## config.mk

```make
export PLATFORM = sky130hd
export DESIGN_NAME = matmul_host_seq
export DESIGN_NICKNAME = d
export VERILOG_FILES = /design/src/rtl/matmul_host_seq.sv
export SDC_FILE = /design/constraint.sdc
export NUM_CORES = 1
export LEC_CHECK = 0
export BUFFER_PORTS_ARGS = -buffer_cell sky130_fd_sc_hd__buf_2
export CORE_AREA = 2 2 404 406
export CTS_CLUSTER_DIAMETER = 50
export DETAILED_ROUTE_END_ITERATION = 16
export DIE_AREA = 0 0 406 408
export SLEW_MARGIN = 10
export SYNTH_ARGS = -nofsm -noshare
export SYNTH_HDL_FRONTEND = slang
export SYNTH_SLANG_ARGS = --single-unit
```

## constraint.sdc

```tcl
create_clock -name clk -period 1.75 [get_ports clk]
set_clock_uncertainty 0.05 [all_clocks]
set_input_delay 0.2625 -clock clk [delete_from_list [all_inputs] [get_ports clk]]
set_output_delay 0.2625 -clock clk [all_outputs]
set_load 0.005 [all_outputs]
```

## src/rtl/matmul_host_seq.sv

```systemverilog
// Host-side sequencer: streams A/B operands into a matmul engine, starts the
// multiply, then reads the C words back out one at a time.
module matmul_host_seq #(
   parameter int NUM_A_WORDS = 32,
   parameter int NUM_B_WORDS = 32,
   parameter int NUM_C_WORDS = 16,
   parameter int RD_LAT      = 4,
   parameter int WR_LAT      = 2
) (
   input  logic         clk,
   input  logic         reset,
   input  logic         cmd_start,
   output logic         busy,
   input  logic [255:0] in_data,
   input  logic         in_valid,
   output logic         in_ready,
   output logic [255:0] out_data,
   output logic         out_valid,
   input  logic         out_ready,
   output logic [255:0] data_pi,
   output logic [6:0]   addr_pi,
   output logic         we_a,
   output logic         we_b,
   output logic         we_c,
   output logic         enable_writing_to_mem,
   output logic         enable_reading_from_mem,
   output logic         start_mat_mul,
   input  logic         done_mat_mul,
   input  logic [255:0] data_from_out_mat
);

   typedef enum logic [2:0] {
      IDLE, LOAD_A, LOAD_B, WR_DRAIN,
      COMPUTE, RD_ISSUE, RD_WAIT, RD_OUT
   } state_t;

   state_t state_q, state_d;
   logic [6:0] idx_q, idx_d;
   logic [6:0] rd_idx_q, rd_idx_d;
   logic [7:0] cnt_q, cnt_d;
   logic [255:0] out_data_q, out_data_d;
   logic [WR_LAT-1:0] wv_q, wv_d;
   logic [WR_LAT-1:0] wb_q, wb_d;
   logic [WR_LAT-1:0][255:0] wd_q, wd_d;
   logic run, loading, accept;

   assign run     = !reset;
   assign loading = (state_q == LOAD_A) || (state_q == LOAD_B);
   assign accept  = loading && in_valid;

   always_comb begin
      wv_d = '0;
      wb_d = '0;
      wd_d = '0;
      wv_d[0] = accept;
      wb_d[0] = (state_q == LOAD_B);
      wd_d[0] = in_data;
      for (int i = 1; i < WR_LAT; i++) begin
         wv_d[i] = wv_q[i-1];
         wb_d[i] = wb_q[i-1];
         wd_d[i] = wd_q[i-1];
      end
   end

   always_comb begin
      state_d    = state_q;
      idx_d      = idx_q;
      rd_idx_d   = rd_idx_q;
      cnt_d      = cnt_q;
      out_data_d = out_data_q;
      unique case (state_q)
         IDLE: begin
            if (cmd_start) begin
               state_d  = LOAD_A;
               idx_d    = '0;
               rd_idx_d = '0;
            end
         end
         LOAD_A: begin
            if (accept) begin
               if (idx_q == 7'(NUM_A_WORDS - 1)) begin
                  idx_d   = '0;
                  state_d = LOAD_B;
               end else begin
                  idx_d = idx_q + 7'd1;
               end
            end
         end
         LOAD_B: begin
            if (accept) begin
               if (idx_q == 7'(NUM_B_WORDS - 1)) begin
                  idx_d   = '0;
                  cnt_d   = 8'd1;
                  state_d = WR_DRAIN;
               end else begin
                  idx_d = idx_q + 7'd1;
               end
            end
         end
         WR_DRAIN: begin
            if (cnt_q >= 8'(WR_LAT)) state_d = COMPUTE;
            else cnt_d = cnt_q + 8'd1;
         end
         COMPUTE: begin
            if (done_mat_mul) state_d = RD_ISSUE;
         end
         RD_ISSUE: begin
            cnt_d   = 8'd1;
            state_d = RD_WAIT;
         end
         // Read data is taken in the last wait cycle: RD_LAT counts the issue cycle.
         RD_WAIT: begin
            if (cnt_q >= 8'(RD_LAT - 1)) begin
               out_data_d = data_from_out_mat;
               state_d    = RD_OUT;
            end else begin
               cnt_d = cnt_q + 8'd1;
            end
         end
         RD_OUT: begin
            if (out_ready) begin
               if (rd_idx_q == 7'(NUM_C_WORDS - 1)) begin
                  rd_idx_d = '0;
                  state_d  = IDLE;
               end else begin
                  rd_idx_d = rd_idx_q + 7'd1;
                  state_d  = RD_ISSUE;
               end
            end
         end
         default: state_d = IDLE;
      endcase
   end

   always_ff @(posedge clk) begin
      if (reset) begin
         state_q    <= IDLE;
         idx_q      <= '0;
         rd_idx_q   <= '0;
         cnt_q      <= '0;
         out_data_q <= '0;
         wv_q       <= '0;
         wb_q       <= '0;
         wd_q       <= '0;
      end else begin
         state_q    <= state_d;
         idx_q      <= idx_d;
         rd_idx_q   <= rd_idx_d;
         cnt_q      <= cnt_d;
         out_data_q <= out_data_d;
         wv_q       <= wv_d;
         wb_q       <= wb_d;
         wd_q       <= wd_d;
      end
   end

   always_comb begin
      busy      = run && (state_q != IDLE);
      in_ready  = run && loading;
      out_valid = run && (state_q == RD_OUT);
      out_data  = run ? out_data_q : '0;
      we_a      = run && wv_q[WR_LAT-1] && !wb_q[WR_LAT-1];
      we_b      = run && wv_q[WR_LAT-1] && wb_q[WR_LAT-1];
      data_pi   = (run && wv_q[WR_LAT-1]) ? wd_q[WR_LAT-1] : '0;
      addr_pi   = '0;
      if (run && loading) addr_pi = idx_q;
      else if (run && state_q == RD_ISSUE) addr_pi = rd_idx_q;
      enable_writing_to_mem = run && (loading || state_q == WR_DRAIN);
      enable_reading_from_mem = run &&
         (state_q == RD_ISSUE || state_q == RD_WAIT);
      start_mat_mul = run && (state_q == COMPUTE);
      we_c          = run && (state_q == COMPUTE);
   end

endmodule

```

==> metrics.log <==
[metrics] status: finished, violations left
[metrics] failing checks: negative setup slack
[metrics] post-synthesis average cell area: between 9 and 10 um^2
[metrics] total clock sinks: about 800
[metrics] Finished Layout Cells: 6959
[metrics] Seq pwr share: a little over two fifths
[metrics] sum of overflow across all layers after global routing: 0
[metrics] kind of capture point of the worst setup path: primary output
[metrics] cell type group with the largest total delay on the critical path: buffers and inverters
[metrics] sequential cell area fraction in the yosys report: between 50 and 60%
[metrics] Root Buffer Master: sky130_fd_sc_hd__clkbuf_16
[metrics] routed via count divided by cell count: around 3.8
[metrics] data arrival at the endpoint of the critical path: a little over 2 ns
[metrics] core outline area: 162000 um^2
[metrics] TritonRoute pass-1 iters: 5
[metrics] Slowest-stage cell, CP: sky130_fd_sc_hd__dfxtp_2
[metrics] largest cells by area after synthesis: sky130_fd_sc_hd__dfxtp_1, sky130_fd_sc_hd__nor2b_1, sky130_fd_sc_hd__nand2_1
[metrics] Crit path largest cell delay: ~0.32 ns
[metrics] setup repair after global routing missed its margin: true
[metrics] die height: about 400 um
[metrics] estimated wirelength of the detail-placed design: 102000 um
[metrics] final critical-path share of the clock period: 134%
[metrics] critical path buffer and inverter count: 4
[metrics] accumulated negative setup slack: -161.00 ns
[metrics] total of max-cap violations: 0
[metrics] worst-skew pair later-pin latency: around 0.7 ns
[metrics] clock network power share: between 40% and 50%
[metrics] Die X-Extent: between 400 and 500 um
[metrics] area share of the leading cell type in the synthesized netlist: between 50% and 60%
[metrics] post-layout net count: 5193
[metrics] Placement Rows: between 100 and 150
[metrics] register bit total from synthesis: ~800
[metrics] Inst Count DP: 6147
[metrics] register-to-register path setup slack: -0.19 ns
[metrics] area growth from synthesis to final layout: 74.8%
[metrics] All-Layer GR Usage: 15.0%
[metrics] clock-pin slew reported for the worst setup and hold paths after clock tree synthesis: 0.06 ns
[metrics] vias after detailed routing: approximately 26000
[metrics] primary flip-flop cell chosen by synthesis mapping: sky130_fd_sc_hd__dfxtp_1
[metrics] dpl cell area: around 36000 um^2
[metrics] Max Root-Sink Buffers: 3
[metrics] count of port buffers added during placement: between 1000 and 1500
[metrics] CP Launch Type: flop
[metrics] Internal Dissipation: 34.0 mW
[metrics] Initial Utilization: 17.0%
[metrics] Worst Hold Class: input port to flop
[metrics] number of library cell types mapped by synthesis: 49
[metrics] fill cell total of the finished layout: about 17000
[metrics] number of design rule violations left after detail routing: 0
[metrics] clock buffer count from CTS: 100
[metrics] number of enable-type register cells in the synthesized netlist: 0
[metrics] worst hold endpoint: out_data_q[222]
[metrics] CTS tree: built
[metrics] routed wire length per instance: approximately 19 um
[metrics] top fanout value on the critical path: 9
[metrics] worst-case headroom to the max-slew limit: ~63%
[metrics] cell leakage power: just over 20 nW
[metrics] worst setup slack after placement: -0.362 ns
[metrics] post-route worst setup slack: -0.595 ns
[metrics] required time of the critical path: roughly 1.4 ns
[metrics] logic gate share of total power: a little over a tenth
[metrics] switching fraction of total power: roughly 25%
[metrics] CTS HTree Levels: 3
[metrics] crit path time final: roughly 2.3 ns
[metrics] Power, Total: 45.2 mW
[metrics] number of endpoints failing setup at the final stage: 566
[metrics] Core Util, Final: about 30%
[metrics] reg-to-reg critical path endpoint: state_q[1]
[metrics] number of nets with antenna violations after detailed routing: 0
[metrics] reg2reg start: cnt_q[0]
[metrics] worst hold stages: 4
[metrics] launch point of the worst hold path: reset
[metrics] fraction of registers with async set/reset: 0%
[metrics] highest ir drop seen on vdd: around 0.00075 V
[metrics] number of antenna violations at the first check in global routing: 56
[metrics] wirelength, routed: around 130000 um
[metrics] layout cells sized above 1: between 30% and 40%
[metrics] pin slew with the least headroom to its limit: ~0.56 ns
[metrics] PwrDens: 942 nW/um^2
[metrics] initial detailed-routing violation count: between 1500 and 2000
[metrics] count of endpoints failing hold in the final timing report: 0
[metrics] maximum number of pins on one net before global-route repair: 73
[metrics] synthesized cell area: roughly 27000 um^2
[metrics] number of ports placed on the die boundary: around 1000
[metrics] Non-Filler Cell Area, Final: around 48000 um^2
[metrics] vias in the first global route: about 26000
[metrics] Die ar.: approximately 170000 um^2
[metrics] fmax: 0.426 GHz
[metrics] global-route wire length before repair: 180000 um
[metrics] cell taking the most area after synthesis: sky130_fd_sc_hd__dfxtp_1
[metrics] global placement routability congestion: 0.935
[metrics] max-slew violation count: 0
[metrics] final-layout worst hold slack: 0.118 ns
[metrics] number of cells traversed by the worst register-to-register path: 8
[metrics] list of cells traversed by the critical path: nor2b_4 > buf_12 > buf_16 > clkbuf_16 > and2_4 > buf_6
[metrics] NetSw: roughly 11 mW
[metrics] cell count after synthesis: 2964
[metrics] Mapped Nets: about 3500
[metrics] critical path type: flop to primary output
[metrics] Ys Warns: 0
-- cell type report --
cell class,count,area (um^2),area share [%]
clock inverters,49,677,1.41
well taps,2175,2720,5.67
inverters,3,11.3,0.0235
multi-input cells,1952,11300,23.5
diodes,30,75.1,0.157
flip-flops and latches,797,16000,33.3
clock buffers,136,2890,6.02
repair buffers,1817,14300,29.9
-- worst max-delay path by stage --
stage	from	to	slack [ns]	cells past startpoint
2_1_floorplan	cnt_q[1]	out_data_q[18]	-0.0004	7
3_3_place_gp	cnt_q[0]	out_data_q[230]	-0.29	7
3_5_place_dp	cnt_q[0]	out_data_q[223]	-0.36	7
4_1_cts	wv_q[1]	data_pi[40]	-0.67	5
5_1_grt	wv_q[1]	data_pi[166]	-0.69	6
6_report	wv_q[1]	data_pi[166]	-0.60	6
-- Yosys cell counts (5+ instances only) --
cell / n
sky130_fd_sc_hd__clkbuf_1: 157
sky130_fd_sc_hd__nor2b_1: 773
sky130_fd_sc_hd__dfxtp_1: 797
sky130_fd_sc_hd__and3_1: 6
sky130_fd_sc_hd__a21oi_1: 267
sky130_fd_sc_hd__nor2_1: 37
sky130_fd_sc_hd__o21ai_0: 5
sky130_fd_sc_hd__a22oi_1: 8
sky130_fd_sc_hd__nand2_1: 520
sky130_fd_sc_hd__buf_2: 52
sky130_fd_sc_hd__nor3_1: 13
sky130_fd_sc_hd__and2_1: 260
sky130_fd_sc_hd__nand3_1: 7
-- sequential cells by signal, indices dropped and copies added (netlist names) --
register and flops:
wd_q 256, out_data_q 256, state_q 3, idx_q 7
wb_q 2, wv_q 2, wd_d 256, rd_idx_q 7
cnt_q 8
-- repair_timing --
action,in CTS,in global routing
gates cloned,11,23
hold endpoints to repair,529,0
hold buffers,525,0
setup endpoints to repair,614,649
pin swaps,39,67
buffers inserted,20,22
resized for setup,169,228
-- cells in the final DEF, fill, tap and decap left out, drive strengths merged, types with 7 or more instances in the layout --
| cell type | synthesis | final |
|---|---|---|
| a21oi | 267 | 267 |
| a22oi | 8 | 8 |
| and2 | 260 | 260 |
| buf | 55 | 1272 |
| clkbuf | 157 | 156 |
| clkinv | 0 | 20 |
| dfxtp | 797 | 797 |
| diode | 0 | 30 |
| dlygate4sd3 | 0 | 525 |
| inv | 3 | 21 |
| nand2 | 520 | 520 |
| nand3 | 7 | 7 |
| nor2 | 37 | 37 |
| nor2b | 773 | 773 |
| nor3 | 13 | 13 |
-- logic make-up after synthesis --
family | share of synthesized area, %
buffers and inverters | 3.23
AND/OR/NAND/NOR | 32.4
XOR/XNOR | 0.191
adder cells (fa/ha/maj) | 0.182
AO/OA/AOI/OAI | 5.76
multiplexers | 0.0729
flip-flops | 58.1
-- worst register-to-register path, stage by stage (launching register included) --
cell                      delay (ns)
sky130_fd_sc_hd__dfxtp_2        0.33
sky130_fd_sc_hd__buf_4          0.14
sky130_fd_sc_hd__inv_1          0.07
sky130_fd_sc_hd__ha_1           0.14
sky130_fd_sc_hd__nor3_1         0.04
sky130_fd_sc_hd__and4b_1        0.24
sky130_fd_sc_hd__nor4b_2        0.44
sky130_fd_sc_hd__a21oi_1        0.12
sky130_fd_sc_hd__a31o_2         0.21
-- layer usage --
metal | up-vias | routed length (um) | GRT usage [%]
met3 | 234 | 11500 | 5.21
met2 | 1040 | 64000 | 25.1
li1 | 12695 | - | -
met4 | 22 | 5260 | 6.00
met5 | - | 138 | 0
met1 | 12337 | 53900 | 17.3
-- power groups by stage --
stage                     Sequential [mW]  Combinational (mW)  Clock, mW
after floorplan                      19.2                1.38          0
after global placement               19.3                2.97          0
after detailed placement             19.3                3.01          0
after CTS                            19.0                4.52       21.9
after global routing                 19.0                5.07       22.7
final                                19.0                4.72       21.5
(Power assumes the default switching activity.)
